## src/rtl/camera_init_sequencer_if.sv

```systemverilog
// Write channel between the init sequencer and the SCCB master.
// The master side holds addr/data stable while wr_req is high; the slave answers with 1-clk ack/nack pulses.
interface camera_init_sequencer_if #(
  parameter int RA_W = 8,
  parameter int RD_W = 8
);
  logic            wr_req;
  logic [RA_W-1:0] wr_addr;
  logic [RD_W-1:0] wr_data;
  logic            wr_ack;
  logic            wr_nack;

  modport master (output wr_req, wr_addr, wr_data, input  wr_ack, wr_nack);
  modport slave  (input  wr_req, wr_addr, wr_data, output wr_ack, wr_nack);
endinterface

```

## src/rtl/camera_init_sequencer.sv

```systemverilog
// Table-driven sensor init engine: walks a sync-ROM register table, issues SCCB writes,
// handles inline delay entries, soft-reset settle time, NACK retry and restart.
module camera_init_sequencer #(
  parameter int                 RA_W       = 8,
  parameter int                 RD_W       = 8,
  parameter int                 TBL_AW     = 8,
  parameter int                 TBL_LEN    = 68,
  parameter logic [RA_W-1:0]    DELAY_ADDR = '1,
  parameter int                 DELAY_UNIT = 50000,
  parameter logic [RA_W-1:0]    RST_REG    = RA_W'(8'h12),
  parameter int                 RST_WAIT   = 50000,
  parameter int                 PWRUP_WAIT = 100000,
  parameter int                 MAX_RETRY  = 3,
  parameter int                 AUTO_START = 1
) (
  input  logic                   clk,
  input  logic                   rst_n,
  input  logic                   start,
  output logic [TBL_AW-1:0]      tbl_addr,
  input  logic [RA_W+RD_W-1:0]   tbl_q,
  camera_init_sequencer_if.master wr,
  output logic                   busy,
  output logic                   done,
  output logic                   error,
  output logic [TBL_AW-1:0]      fail_idx
);

  // Timer covers the longest of power-up, reset settle and a max-data delay entry.
  localparam logic [63:0] DLY_MAX = ((64'd1 << RD_W) - 64'd1) * 64'(DELAY_UNIT);
  localparam logic [63:0] T_A     = (64'(PWRUP_WAIT) > 64'(RST_WAIT)) ? 64'(PWRUP_WAIT) : 64'(RST_WAIT);
  localparam logic [63:0] T_MAX   = (T_A > DLY_MAX) ? T_A : DLY_MAX;
  localparam int          TW      = (T_MAX < 64'd2) ? 1 : $clog2(T_MAX + 64'd1);
  localparam int          RW      = (MAX_RETRY > 0) ? $clog2(MAX_RETRY + 1) : 1;
  localparam logic [TBL_AW-1:0] LAST = TBL_AW'(TBL_LEN - 1);
  localparam logic [TW-1:0] PW_LOAD  = (PWRUP_WAIT > 0) ? TW'(PWRUP_WAIT - 1) : '0;

  typedef enum logic [2:0] {IDLE, PWRUP, FETCH, LATCH, WRITE, DLY, DONE, FAIL} state_t;

  state_t            state, state_n;
  logic [TBL_AW-1:0] idx, idx_n, fidx, fidx_n;
  logic [RW-1:0]     retry, retry_n;
  logic [TW-1:0]     timer, timer_n;
  logic              wreq, wreq_n, first, advance;
  logic [RA_W-1:0]   waddr, waddr_n;
  logic [RD_W-1:0]   wdata, wdata_n;

  logic [RA_W-1:0]   q_addr;
  logic [RD_W-1:0]   q_data;
  logic              is_rst;

  assign q_addr = tbl_q[RA_W+RD_W-1:RD_W];
  assign q_data = tbl_q[RD_W-1:0];
  assign is_rst = (waddr == RST_REG) && wdata[7];

  always_ff @(posedge clk or negedge rst_n) begin
    if (!rst_n) begin
      state <= IDLE;
      idx   <= '0;
      retry <= '0;
      timer <= '0;
      wreq  <= 1'b0;
      waddr <= '0;
      wdata <= '0;
      fidx  <= '0;
      first <= 1'b1;
    end else begin
      state <= state_n;
      idx   <= idx_n;
      retry <= retry_n;
      timer <= timer_n;
      wreq  <= wreq_n;
      waddr <= waddr_n;
      wdata <= wdata_n;
      fidx  <= fidx_n;
      first <= 1'b0;
    end
  end

  always_comb begin
    state_n = state;
    idx_n   = idx;
    retry_n = retry;
    timer_n = timer;
    wreq_n  = wreq;
    waddr_n = waddr;
    wdata_n = wdata;
    fidx_n  = fidx;
    advance = 1'b0;
    case (state)
      IDLE, DONE, FAIL: begin
        if (start || (state == IDLE && AUTO_START != 0 && first)) begin
          state_n = PWRUP;
          timer_n = PW_LOAD;
          idx_n   = '0;
          retry_n = '0;
        end
      end
      PWRUP: begin
        if (timer == '0) state_n = FETCH;
        else             timer_n = timer - 1'b1;
      end
      FETCH: state_n = LATCH;
      LATCH: begin
        if (q_addr == DELAY_ADDR) begin
          timer_n = TW'(64'(q_data) * 64'(DELAY_UNIT));
          state_n = DLY;
        end else begin
          waddr_n = q_addr;
          wdata_n = q_data;
          wreq_n  = 1'b1;
          state_n = WRITE;
        end
      end
      WRITE: begin
        // wreq low inside WRITE is the one-cycle gap before a retry re-issue
        if (!wreq) begin
          wreq_n = 1'b1;
        end else if (wr.wr_nack) begin
          wreq_n = 1'b0;
          if (int'(retry) < MAX_RETRY) begin
            retry_n = retry + 1'b1;
          end else begin
            fidx_n  = idx;
            state_n = FAIL;
          end
        end else if (wr.wr_ack) begin
          wreq_n = 1'b0;
          if (is_rst) begin
            timer_n = TW'(RST_WAIT);
            state_n = DLY;
          end else begin
            advance = 1'b1;
          end
        end
      end
      DLY: begin
        if (timer == '0) advance = 1'b1;
        else             timer_n = timer - 1'b1;
      end
      default: state_n = IDLE;
    endcase
    if (advance) begin
      retry_n = '0;
      if (idx == LAST) begin
        state_n = DONE;
      end else begin
        idx_n   = idx + 1'b1;
        state_n = FETCH;
      end
    end
  end

  assign tbl_addr   = idx;
  assign fail_idx   = fidx;
  assign wr.wr_req  = wreq;
  assign wr.wr_addr = waddr;
  assign wr.wr_data = wdata;
  assign busy       = (state == PWRUP) || (state == FETCH) || (state == LATCH) ||
                      (state == WRITE) || (state == DLY);
  assign done       = (state == DONE);
  assign error      = (state == FAIL);

endmodule

```

## src/flat_wrapper.sv

```systemverilog
// flat-port wrapper written by rule: the top's interface ports become plain ports
module camera_init_sequencer_flat 
#(
  parameter int                 RA_W       = 8,
  parameter int                 RD_W       = 8,
  parameter int                 TBL_AW     = 8,
  parameter int                 TBL_LEN    = 68,
  parameter logic [RA_W-1:0]    DELAY_ADDR = '1,
  parameter int                 DELAY_UNIT = 50000,
  parameter logic [RA_W-1:0]    RST_REG    = RA_W'(8'h12),
  parameter int                 RST_WAIT   = 50000,
  parameter int                 PWRUP_WAIT = 100000,
  parameter int                 MAX_RETRY  = 3,
  parameter int                 AUTO_START = 1
)
  (clk, rst_n, start, tbl_addr, tbl_q, busy, done, error, fail_idx, wr_wr_req, wr_wr_addr, wr_wr_data, wr_wr_ack, wr_wr_nack);
  camera_init_sequencer_if #(.RA_W(RA_W), .RD_W(RD_W)) wr_i ();
  input  logic clk;
  input  logic rst_n;
  input  logic start;
  output logic [TBL_AW-1:0] tbl_addr;
  input  logic [RA_W+RD_W-1:0] tbl_q;
  output logic busy;
  output logic done;
  output logic error;
  output logic [TBL_AW-1:0] fail_idx;
  output wire logic [$bits(wr_i.wr_req)-1:0] wr_wr_req;
  output wire logic [$bits(wr_i.wr_addr)-1:0] wr_wr_addr;
  output wire logic [$bits(wr_i.wr_data)-1:0] wr_wr_data;
  input wire logic [$bits(wr_i.wr_ack)-1:0] wr_wr_ack;
  input wire logic [$bits(wr_i.wr_nack)-1:0] wr_wr_nack;
  assign wr_wr_req = wr_i.wr_req;
  assign wr_wr_addr = wr_i.wr_addr;
  assign wr_wr_data = wr_i.wr_data;
  assign wr_i.wr_ack = wr_wr_ack;
  assign wr_i.wr_nack = wr_wr_nack;
  camera_init_sequencer #(.RA_W(RA_W), .RD_W(RD_W), .TBL_AW(TBL_AW), .TBL_LEN(TBL_LEN), .DELAY_ADDR(DELAY_ADDR), .DELAY_UNIT(DELAY_UNIT), .RST_REG(RST_REG), .RST_WAIT(RST_WAIT), .PWRUP_WAIT(PWRUP_WAIT), .MAX_RETRY(MAX_RETRY), .AUTO_START(AUTO_START)) u_core (.clk(clk), .rst_n(rst_n), .start(start), .tbl_addr(tbl_addr), .tbl_q(tbl_q), .wr(wr_i), .busy(busy), .done(done), .error(error), .fail_idx(fail_idx));
endmodule
```

## config.mk

```make
export PLATFORM = sky130hd
export DESIGN_NAME = camera_init_sequencer_flat
export DESIGN_NICKNAME = d
export VERILOG_FILES = /design/src/rtl/camera_init_sequencer_if.sv /design/src/rtl/camera_init_sequencer.sv /design/src/flat_wrapper.sv
export SDC_FILE = /design/constraint.sdc
export NUM_CORES = 1
export LEC_CHECK = 0
export ABC_AREA = 1
export BUFFER_PORTS_ARGS = -buffer_cell sky130_fd_sc_hd__buf_4
export CAP_MARGIN = 10
export CORE_UTILIZATION = 52
export CTS_BUF_LIST = sky130_fd_sc_hd__clkbuf_8
export DETAILED_ROUTE_END_ITERATION = 10
export HOLD_SLACK_MARGIN = 0.15
export PLACE_DENSITY = 0.76
export SETUP_SLACK_MARGIN = 0.4
export SYNTH_ARGS = -nofsm -noshare
export SYNTH_HDL_FRONTEND = slang
export SYNTH_SLANG_ARGS = --single-unit
export TNS_END_PERCENT = 10
```

## constraint.sdc

```tcl
create_clock -name clk -period 2.2 [get_ports clk]
set_input_delay 0.33 -clock clk [delete_from_list [all_inputs] [get_ports clk]]
set_output_delay 0.33 -clock clk [all_outputs]
set_load 0.03 [all_outputs]
```

==> summary.txt, run 1 <==
Setup path
  – CP Data Arrival Time: 3150 ps
  – Delay-heaviest family, CP: adder cells
  – Worst R2R Path Depth: 10
  – CP Buf/Inv Count: 4
  – R2R setup slack: 260 ps
  – CP max stage cell: fa_1
  – RR Endpoint: u_core.timer[23]
  – Required @ worst endpoint: 2450 ps
  – Worst Setup End Kind: register
  – Worst-path fanout max: 4
  – Worst setup path start: tbl_q[5]
  – Critical path's largest stage delay: 540 ps
  – Reg2reg start: u_core.timer[4]
  – Crit Path Class: in2reg
  – CP startpoint kind: input port
  – Worst-path cell chain: buf_4, ha_1, ha_2, fa_2, fa_1, ha_4, nand2_2, inv_2, nand2_2, buf_4, inv_1, nand2_1, nand2_1, nand2_1, nand3_1, nand2_1, nand2_1, nand2_1
  – CP most frequent cell: nand2_1

Final layout
  – Most common cell after layout, fill and taps aside: nand2_1
  – # nets final: 935
  – Core Util, Final: 0.718
  – Post-Layout Inst Area: 7080 um^2
  – Total of fill cells in the finished design: 726
  – Ant. Diodes: 0
  – Most frequent cells in the layout: nand2_1, buf_4, inv_1
  – Layout cell share with drive strength beyond 1: 0.308
  – Area delta synth->final: 32.4%

Synth
  – Synth Net Count: 820
  – Post-synth top area cell: dfrtp_1
  – YS warnings: 0
  – Yosys top cell area share: 0.290
  – Avg Cell Area, Syn: 7.32 um^2
  – #FFs+latches synth: 63
  – Top cells by area, synth: dfrtp_1, nand2_1, ha_1, nand3_1, inv_1
  – Synth Instances: 731
  – Share of the yosys chip area belonging to registers: 0.295
  – Mapped Area: 5350 um^2
  – Distinct cells, synth: 44

Worst hold path
  – Hold endpoint: u_core.wr.wr_addr[4]
  – Min-delay src: tbl_q[12]
  – Hold path depth: 2
  – Worst hold path type: in2reg

Place
  – Count of input and output buffers: 56
  – HPWL after DPL: 10900 um
  – Gp weighted congestion: 0.918
  – Placed inst area: 6440 um^2
  – Post-Place Worst Slack: -1140 ps

Routing
  – DR WL/cell: 15.2 um
  – Detail Route met2 WL: 7230 um
  – Remaining routing DRC violations: 0
  – Routed Antenna Nets: 0
  – DR pass1 iterations: 6
  – Wl on met1: 6550 um
  – DR top layer: met4
  – Routed wl met3: 844 um
  – Post-Route WL: 15000 um
  – DR vias: 5457
  – DR vias/cell: 5.55
  – DRT iter0 DRCs: 373

STA
  – Tmin final: 2890 ps
  – Period utilization: 1.31
  – Fmax: 346 MHz
  – Setup Viol. Count Final: 15
  – Max Slew Vio Count: 0
  – Post-route setup slack: -693 ps
  – Worst Tran Pin Value: 504 ps
  – RSZ-0062 raised after global routing: true
  – Clock Skew: 13.7 ps
  – Max-slew headroom: 0.663
  – Final count of hold timing violations: 0

Die
  – FP Rows: 36
  – Die Area: 10700 um^2
  – Top-level I/O count: 57
  – Initial core utilization: 0.542
  – Core area: 9860 um^2
  – Die width: 103 um
  – Die Ht: 103 um

Status
  – Status: finished, violations left
  – Failing checks: setup timing

Clock tree
  – Htree depth: 3
  – Worst-Skew Late Latency: 360 ps
  – CTS tree: yes
  – Clock Tree Buf Depth: 2
  – Reg clk slew, reported paths: 90 ps
  – Clock sinks: 63
  – Num CTS Buffers: 9
  – Root Driver: clkbuf_8

Global route
  – Largest net degree at the start of global routing: 64
  – First-pass GRT wire length: 24500 um
  – Vias in the first global route: 5362
  – Gr usage total: 0.298
  – Initial antenna violation count: 0
  – Gr ovfl total: 0

Power and ir drop
  – Sequential Power Share: 0.227
  – Sw frac: 0.488
  – Pint: 0.00445 W
  – Worst VDD drop: 1010 uV
  – Net Switching: 0.00425 W
  – Comb power frac: 0.635
  – Clock network fraction of total power: 0.138
  – P per Cell Area: 1230 nW/um^2
  – Power Total: 0.00870 W
  – Leak: 3.62 nW

Run
  – Max-Cap Viols: 0
==> logic make-up after synthesis <==
group                      share of synthesized area
AOI/OAI and AO/OA                             0.0957
xor gates and xnor gates                      0.0164
adders and majority gates                      0.176
buffers and inverters                         0.0739
DFF                                            0.295
muxes                                         0.0168
other                                       0.000701
and+or+nand+nor                                0.325
==> cells in the mapped netlist, drive strengths merged <==
| master | count |
|---|---|
| a21oi | 39 |
| a31oi | 2 |
| and2 | 1 |
| and3 | 1 |
| buf | 8 |
| clkbuf | 4 |
| clkinv | 1 |
| conb | 1 |
| dfrtp | 62 |
| dfstp | 1 |
| fa | 12 |
| ha | 56 |
| inv | 83 |
| mux2 | 8 |
| nand2 | 219 |
| nand3 | 61 |
| nand3b | 7 |
| nand4 | 8 |
| nor2 | 79 |
| nor3 | 9 |
| nor3b | 2 |
| o21a | 1 |
| o21ai | 38 |
| o21bai | 5 |
| o22ai | 3 |
| o31ai | 4 |
| o41ai | 1 |
| or2 | 5 |
| xnor2 | 5 |
| xor2 | 5 |
==> power by group through the flow <==
stage          combinational (W)  clock [W]  sequential (W)
2_1_floorplan            0.00312          0         0.00219
3_3_place_gp             0.00469          0         0.00193
3_5_place_dp             0.00486          0         0.00196
4_1_cts                  0.00524    0.00121         0.00195
5_1_grt                  0.00606    0.00126         0.00202
6_report                 0.00552    0.00120         0.00197
==> metal layers <==
layer,up-vias,track usage
li1,2615,-
met2,213,0.511
met3,37,0.0497
met1,2592,0.380
met5,-,0
met4,0,0.106
==> registers in the layout (all words and copies together) (netlist names) <==
signal             count
u_core.timer          24
u_core.wr.wr_data      8
u_core.retry           2
u_core.first           1
u_core.tbl_addr        8
u_core.wr.wr_addr      8
u_core.state           3
u_core.wr.wr_req       1
u_core.fail_idx        8
==> how the worst max path moves through the flow <==
stage                     slack, ps          endpoint  cells past startpoint
final                          -690  u_core.timer[18]                     18
after floorplan                -760  u_core.timer[13]                     16
after global placement        -1040  u_core.timer[19]                     16
after global routing           -820  u_core.timer[22]                     17
after CTS                      -680  u_core.timer[13]                     17
after detailed placement      -1140  u_core.timer[19]                     16
==> per-stage QoR <==
stage | setup TNS (ps) | hold slack, ps | cells
detailed placement | -15150 | 354 | 965
global route | -10300 | 220 | 984
finish | -8740 | 223 | 984
floorplan | -9350 | 34.4 | 731
CTS | -8870 | 219 | 984
global placement | -13990 | 353 | 965
==> cell type report <==
type / instances / area, um^2 / share of cell area
multi-input combinational: 572 / 3860 / 0.546
sequential: 63 / 1580 / 0.223
timing repair buffer: 116 / 912 / 0.129
inverter: 84 / 325 / 0.0460
tap: 133 / 166 / 0.0235
clock buffer: 10 / 138 / 0.0194
clock inverter: 6 / 91.3 / 0.0129
==> timing repair <==
item                                    4_1_cts  5_1_grt
setup buffers                                 2        0
hold buffers                                  1        0
endpoints found under the setup margin       35       36
hold endpoints to repair                     62        0
pin swaps                                    44       28
resized for setup                            66       30
(Power assumes the default switching activity.)
==> run 2: changes to the inputs <==
TNS_END_PERCENT = unset   (was 10)
==> run 2 against run 1 <==
Compared with the run above: the run still ends with setup timing left; total power is 8.4% higher; clock skew is 0.53 ps lower; hold slack worse by 5.0 ps; routed wire length is 5.5% higher; largest power group unchanged.
==> summary.txt, run 2 (same netlist as run 1, synthesis figures left out) <==
STA
  – Period utilization: 1.30
  – Max-slew headroom: 0.418
  – Post-route setup TNS: -8400 ps
  – Worst Tran Pin Value: 873 ps
  – Post-route setup slack: -669 ps
  – Tmin final: 2870 ps
  – Max Slew Vio Count: 0
  – RSZ-0062 raised after global routing: true
  – Clock Skew: 13.2 ps
  – Setup Viol. Count Final: 14
  – Final count of hold timing violations: 0
  – Fmax: 349 MHz

Global route
  – First-pass GRT wire length: 24700 um
  – Initial antenna violation count: 0
  – Gr usage total: 0.300
  – Gr ovfl total: 0
  – Largest net degree at the start of global routing: 64
  – Vias in the first global route: 5349

Die
  – Die width: 103 um
  – Initial core utilization: 0.542
  – Core area: 9860 um^2
  – Top-level I/O count: 57
  – Die Ht: 103 um
  – Die Area: 10700 um^2
  – FP Rows: 36

Power and ir drop
  – Power Total: 0.00943 W
  – Worst VDD drop: 1080 uV
  – Leak: 3.76 nW
  – P per Cell Area: 1250 nW/um^2

Setup path
  – CP max stage cell: fa_2
  – Worst Setup End Kind: register
  – Worst-path fanout max: 5
  – Required @ worst endpoint: 2450 ps
  – Critical path's largest stage delay: 540 ps
  – Delay-heaviest family, CP: adder cells
  – Crit Path Class: in2reg
  – CP startpoint kind: input port
  – Worst-path cell chain: buf_12, ha_4, ha_4, inv_2, fa_1, inv_2, fa_2, ha_4, a21oi_2, nand2_2, nand2_2, nand2_4, or2_4, nand3_2, o21ai_2, nand2_1, nand2_1
  – CP most frequent cell: ha_4
  – CP Buf/Inv Count: 3
  – CP Data Arrival Time: 3120 ps

Worst hold path
  – Worst hold path type: in2reg

Clock tree
  – Clock sinks: 63
  – Root Driver: clkbuf_8
  – Htree depth: 3
  – Reg clk slew, reported paths: 80 ps
  – CTS tree: yes
  – Num CTS Buffers: 9
  – Clock Tree Buf Depth: 2
  – Worst-Skew Late Latency: 360 ps

Final layout
  – Post-Layout Inst Area: 7570 um^2
  – Most frequent cells in the layout: nand2_1, buf_4, inv_1
  – Layout cell share with drive strength beyond 1: 0.372
  – # nets final: 964
  – Core Util, Final: 0.767
  – Ant. Diodes: 0
  – Area delta synth->final: 41.5%
  – Max reg flops: 24
  – Most common cell after layout, fill and taps aside: nand2_1
  – Largest reg by FF count: u_core.timer

Routing
  – DR pass1 iterations: 5
  – DR vias/cell: 5.51
  – Post-Route WL: 15800 um
  – DR vias: 5578
  – DR WL/cell: 15.6 um
  – Remaining routing DRC violations: 0
  – Routed Antenna Nets: 0
  – DRT iter0 DRCs: 399

Status
  – Failing checks: setup timing
  – Status: finished, violations left

Run
  – Max-Cap Viols: 0

Place
  – Count of input and output buffers: 56
  – Placed inst area: 6490 um^2
  – HPWL after DPL: 10600 um
  – Gp weighted congestion: 0.893
  – Post-Place Worst Slack: -1090 ps
run 2: cell types whose count changed in the layout (fill, tap and decap cells not counted), sizes merged:
| cell | previous run | this run |
|---|---|---|
| nand3 | 61 | 62 |
| inv | 85 | 86 |
| clkinv | 3 | 2 |
| buf | 115 | 143 |
| clkbuf | 10 | 9 |
| clkinvlp | 0 | 1 |
run 2: cell type report:
class / instances / area, um^2
Clock buffer: 9 / 124
Clock inverter: 7 / 103
Fill cell: 635 / 2300
Inverter: 84 / 343
Multi-Input combinational cell: 573 / 4060
Sequential cell: 63 / 1580
Tap cell: 133 / 166
Timing Repair Buffer: 144 / 1180
run 2: final timing paths:
check,start,end,slack [ps],cells after the start
max,tbl_q[2],u_core.timer[13],-670,17
min,tbl_q[12],u_core.wr.wr_addr[4],220,2
max reg2reg,u_core.timer[2],u_core.timer[23],250,10
min in group asynchronous,rst_n,u_core.wr.wr_data[4],620,2
max in group asynchronous,rst_n,u_core.timer[11],960,2
min reg2reg,u_core.wr.wr_data[6],u_core.wr.wr_data[6],500,2
run 2: through the flow:
stage          cells  hold WS, ps
3_5_place_dp     960          482
5_1_grt         1013          211
4_1_cts          995          219
3_3_place_gp     960          469
6_report        1013          218
2_1_floorplan    731         34.4
run 2: per-layer routing:
metal / global-route usage / share of wire / up-vias
li1: - / - / 2683
met1: 0.372 / 0.41 / 2653
met2: 0.542 / 0.51 / 202
met3: 0.0390 / 0.056 / 40
met4: 0.0953 / 0.027 / 0
met5: 0 / 0 / -
run 2: timing repair:
action / 4_1_cts / 5_1_grt
setup endpoints to repair: 34 / 32
cloned: 1 / 0
hold buffers: 1 / 0
endpoints found under the hold margin: 62 / 0
resized for setup: 59 / 83
pin swaps: 35 / 37
buffers inserted: 17 / 18
run 2: report_power, final:
part	internal, W	total [W]	leakage (nW)	switching [W]
Sequential	0.00157	0.00199	0.800	0.000426
Combinational	0.00263	0.00626	2.85	0.00362
Clock	0.000651	0.00118	0.111	0.000531
==> run 3: changes to the inputs <==
ABC_AREA = unset   (was 1)
==> run 3 against run 2 <==
Compared with the run above: the run ends with DRC, setup timing left; utilization rose by 7.7 points; via count fell by 2.3%; fmax fell by 12%; sequential power fell by 5%; worst setup slack got worse by 380 ps; critical endpoint is now u_core.timer[19]; largest power group unchanged.
==> summary.txt, run 3 <==
STA
  – RSZ-0062 raised after global routing: true
  – Clock Skew: 12.0 ps
  – Worst Tran Pin Value: 821 ps
  – Period utilization: 1.48
  – Setup Viol. Count Final: 36
  – Max-slew headroom: 0.452
  – Tmin final: 3250 ps
  – Fmax: 307 MHz
  – Max Slew Vio Count: 0
  – Post-route setup slack: -1050 ps
  – Final count of hold timing violations: 0

Global route
  – Met1 GRT Util: 0.417
  – Met3 Track Usage GR: 0.0587
  – Met2 Track Usage GR: 0.655
  – Gr ovfl total: 0
  – Initial antenna violation count: 0
  – First-pass GRT wire length: 27500 um
  – Vias in the first global route: 5469
  – GRT busiest layer: met2
  – Largest net degree at the start of global routing: 64
  – Gr usage total: 0.364

Die
  – Top-level I/O count: 57
  – Die Area: 9680 um^2
  – Die width: 98.4 um
  – FP Rows: 34
  – Core area: 8850 um^2
  – Initial core utilization: 0.546
  – Die Ht: 98.4 um

Power and ir drop
  – Leak: 3.47 nW
  – Worst VDD drop: 762 uV
  – P per Cell Area: 1360 nW/um^2
  – Power Total: 0.0102 W

Status
  – Failing checks: DRC, setup timing
  – Status: finished, violations left

Synth
  – #FFs+latches synth: 63
  – Post-synth EDFFs: 0
  – Most common cell in the netlist: nand2_1
  – Synth Net Count: 618
  – Share of the yosys chip area belonging to registers: 0.327
  – Post-synthesis async set-or-reset flop share: 1.00
  – Synth Instances: 529
  – Post-synth top flop: dfrtp_1
  – Avg Cell Area, Syn: 9.13 um^2
  – YS warnings: 0
  – Yosys top cell area share: 0.321
  – Commonest cells post-synth: nand2_1, dfrtp_1, ha_1
  – Distinct cells, synth: 71
  – Mapped Area: 4830 um^2
  – Post-synth top area cell: dfrtp_1
  – Top cells by area, synth: dfrtp_1, ha_1, nand2_1, fa_1, o21ai_0

Setup path
  – Worst-path fanout max: 4
  – CP most frequent cell: ha_4
  – Worst Setup End Kind: register
  – CP Data Arrival Time: 3480 ps
  – Critical path's largest stage delay: 490 ps
  – Crit Path Class: in2reg
  – CP max stage cell: fa_1
  – CP startpoint kind: input port
  – Delay-heaviest family, CP: adder cells
  – Required @ worst endpoint: 2430 ps
  – CP Buf/Inv Count: 3
  – Worst-path cell chain: buf_8, ha_4, ha_4, inv_2, fa_1, inv_1, fa_1, ha_4, a211oi_4, o21ai_2, a21o_1, a21oi_2, o21bai_1, xor2_1, a221o_1

Final layout
  – Ant. Diodes: 0
  – FF/Latch Area: 1580 um^2
  – Max reg flops: 24
  – Total of fill cells in the finished design: 443
  – Area of the multi-input gates: 3790 um^2
  – Most frequent cells in the layout: buf_4, nand2_1, dfrtp_1
  – Core Util, Final: 0.844
  – # nets final: 810
  – Non-filler instance count after layout: 834
  – Layout cell share with drive strength beyond 1: 0.452
  – Most common cell after layout, fill and taps aside: buf_4
  – Largest reg by FF count: u_core.timer
  – Area delta synth->final: 54.7%

Clock tree
  – Num CTS Buffers: 9
  – Worst-Skew Late Latency: 350 ps
  – Clock sinks: 63
  – Htree depth: 3
  – Clock Tree Buf Depth: 2
  – Root Driver: clkbuf_8
  – Reg clk slew, reported paths: 80 ps
  – CTS tree: yes

Routing
  – DR pass1 iterations: 9
  – DR vias/cell: 6.53
  – Remaining routing DRC violations: 2
  – DR vias: 5450
  – Post-Route WL: 18700 um
  – DR WL/cell: 22.4 um
  – DRT iter0 DRCs: 672
  – Routed Antenna Nets: 0

Run
  – Max-Cap Viols: 0

Place
  – Placed Instances: 787
  – Count of input and output buffers: 56
  – HPWL after DPL: 10800 um
  – Gp weighted congestion: 0.890

Worst hold path
  – Worst hold path type: in2reg
==> run 3: changes by cell type after synthesis, sizes merged, moves of 8 or more <==
| cell | change |
|---|---|
| clkbuf | +8 |
| nand3 | -52 |
| nor2 | -39 |
| inv | -69 |
| nand2 | -143 |
| and3 | +8 |
| a21o | +9 |
==> run 3: path summary, 6_finish.rpt <==
check                                     start                   end  slack, ps  cells after the start
setup / recovery                       tbl_q[2]      u_core.timer[19]      -1050                     15
hold / removal                        tbl_q[13]  u_core.wr.wr_addr[5]        170                      3
setup reg to reg                u_core.timer[0]    u_core.tbl_addr[1]       -220                     11
hold reg to reg            u_core.wr.wr_data[4]  u_core.wr.wr_data[4]        500                      2
max in group asynchronous                 rst_n       u_core.state[2]       1010                      2
min in group asynchronous                 rst_n       u_core.timer[1]        600                      2
==> run 3: final cells by class <==
type,count,share of cell area
multi-input combinational,435,0.508
timing repair buffer,198,0.224
sequential,63,0.211
tap,108,0.0181
clock buffer,9,0.0166
clock inverter,7,0.0137
inverter,14,0.00905
==> run 3: cell families after synthesis <==
family          Yosys count  synth area share
mux                       9            0.0207
compound gates          143             0.193
buf+inv                  31            0.0277
xor+xnor                 17            0.0308
fa+ha+maj                68             0.195
flops                    63             0.327
simple gates            197             0.205
other cells               1          0.000776
==> run 3: per-layer routing <==
metal | wire length, um | share of wire | up-vias
li1 | - | - | 2322
met1 | 6670 | 0.36 | 2599
met2 | 9320 | 0.50 | 375
met3 | 1370 | 0.073 | 154
met4 | 1330 | 0.071 | 0
met5 | 0 | 0 | -
==> run 3: repair_timing <==
action | CTS | global route
endpoints found under the hold margin | 62 | 0
setup endpoints to repair | 44 | 57
hold buffers | 1 | 0
buffers inserted | 19 | 10
cloned | 1 | 0
pin swaps | 41 | 35
gates resized for setup | 67 | 39
==> run 3: tightest hold or removal path: stages <==
cell and delay (ps):
buf_4 80, nand2_1 40, nand2_1 50
==> run 3: power by group <==
| part | internal (W) | total [W] | switching, W | leakage [nW] |
|---|---|---|---|---|
| Combinational | 0.00331 | 0.00707 | 0.00376 | 2.57 |
| Clock | 0.000654 | 0.00120 | 0.000544 | 0.111 |
| Sequential | 0.00155 | 0.00190 | 0.000354 | 0.797 |
==> run 3: through the flow <==
step	setup WS, ps	hold WS, ps	cell area [um^2]	setup TNS [ps]
final	-1050	170	7470	-15140
after global routing	-1090	173	7470	-16800
after detailed placement	-1420	465	6450	-17570
after global placement	-1280	463	6450	-15540
after floorplan	-1120	34.4	5150	-11340
after CTS	-983	165	7200	-13310
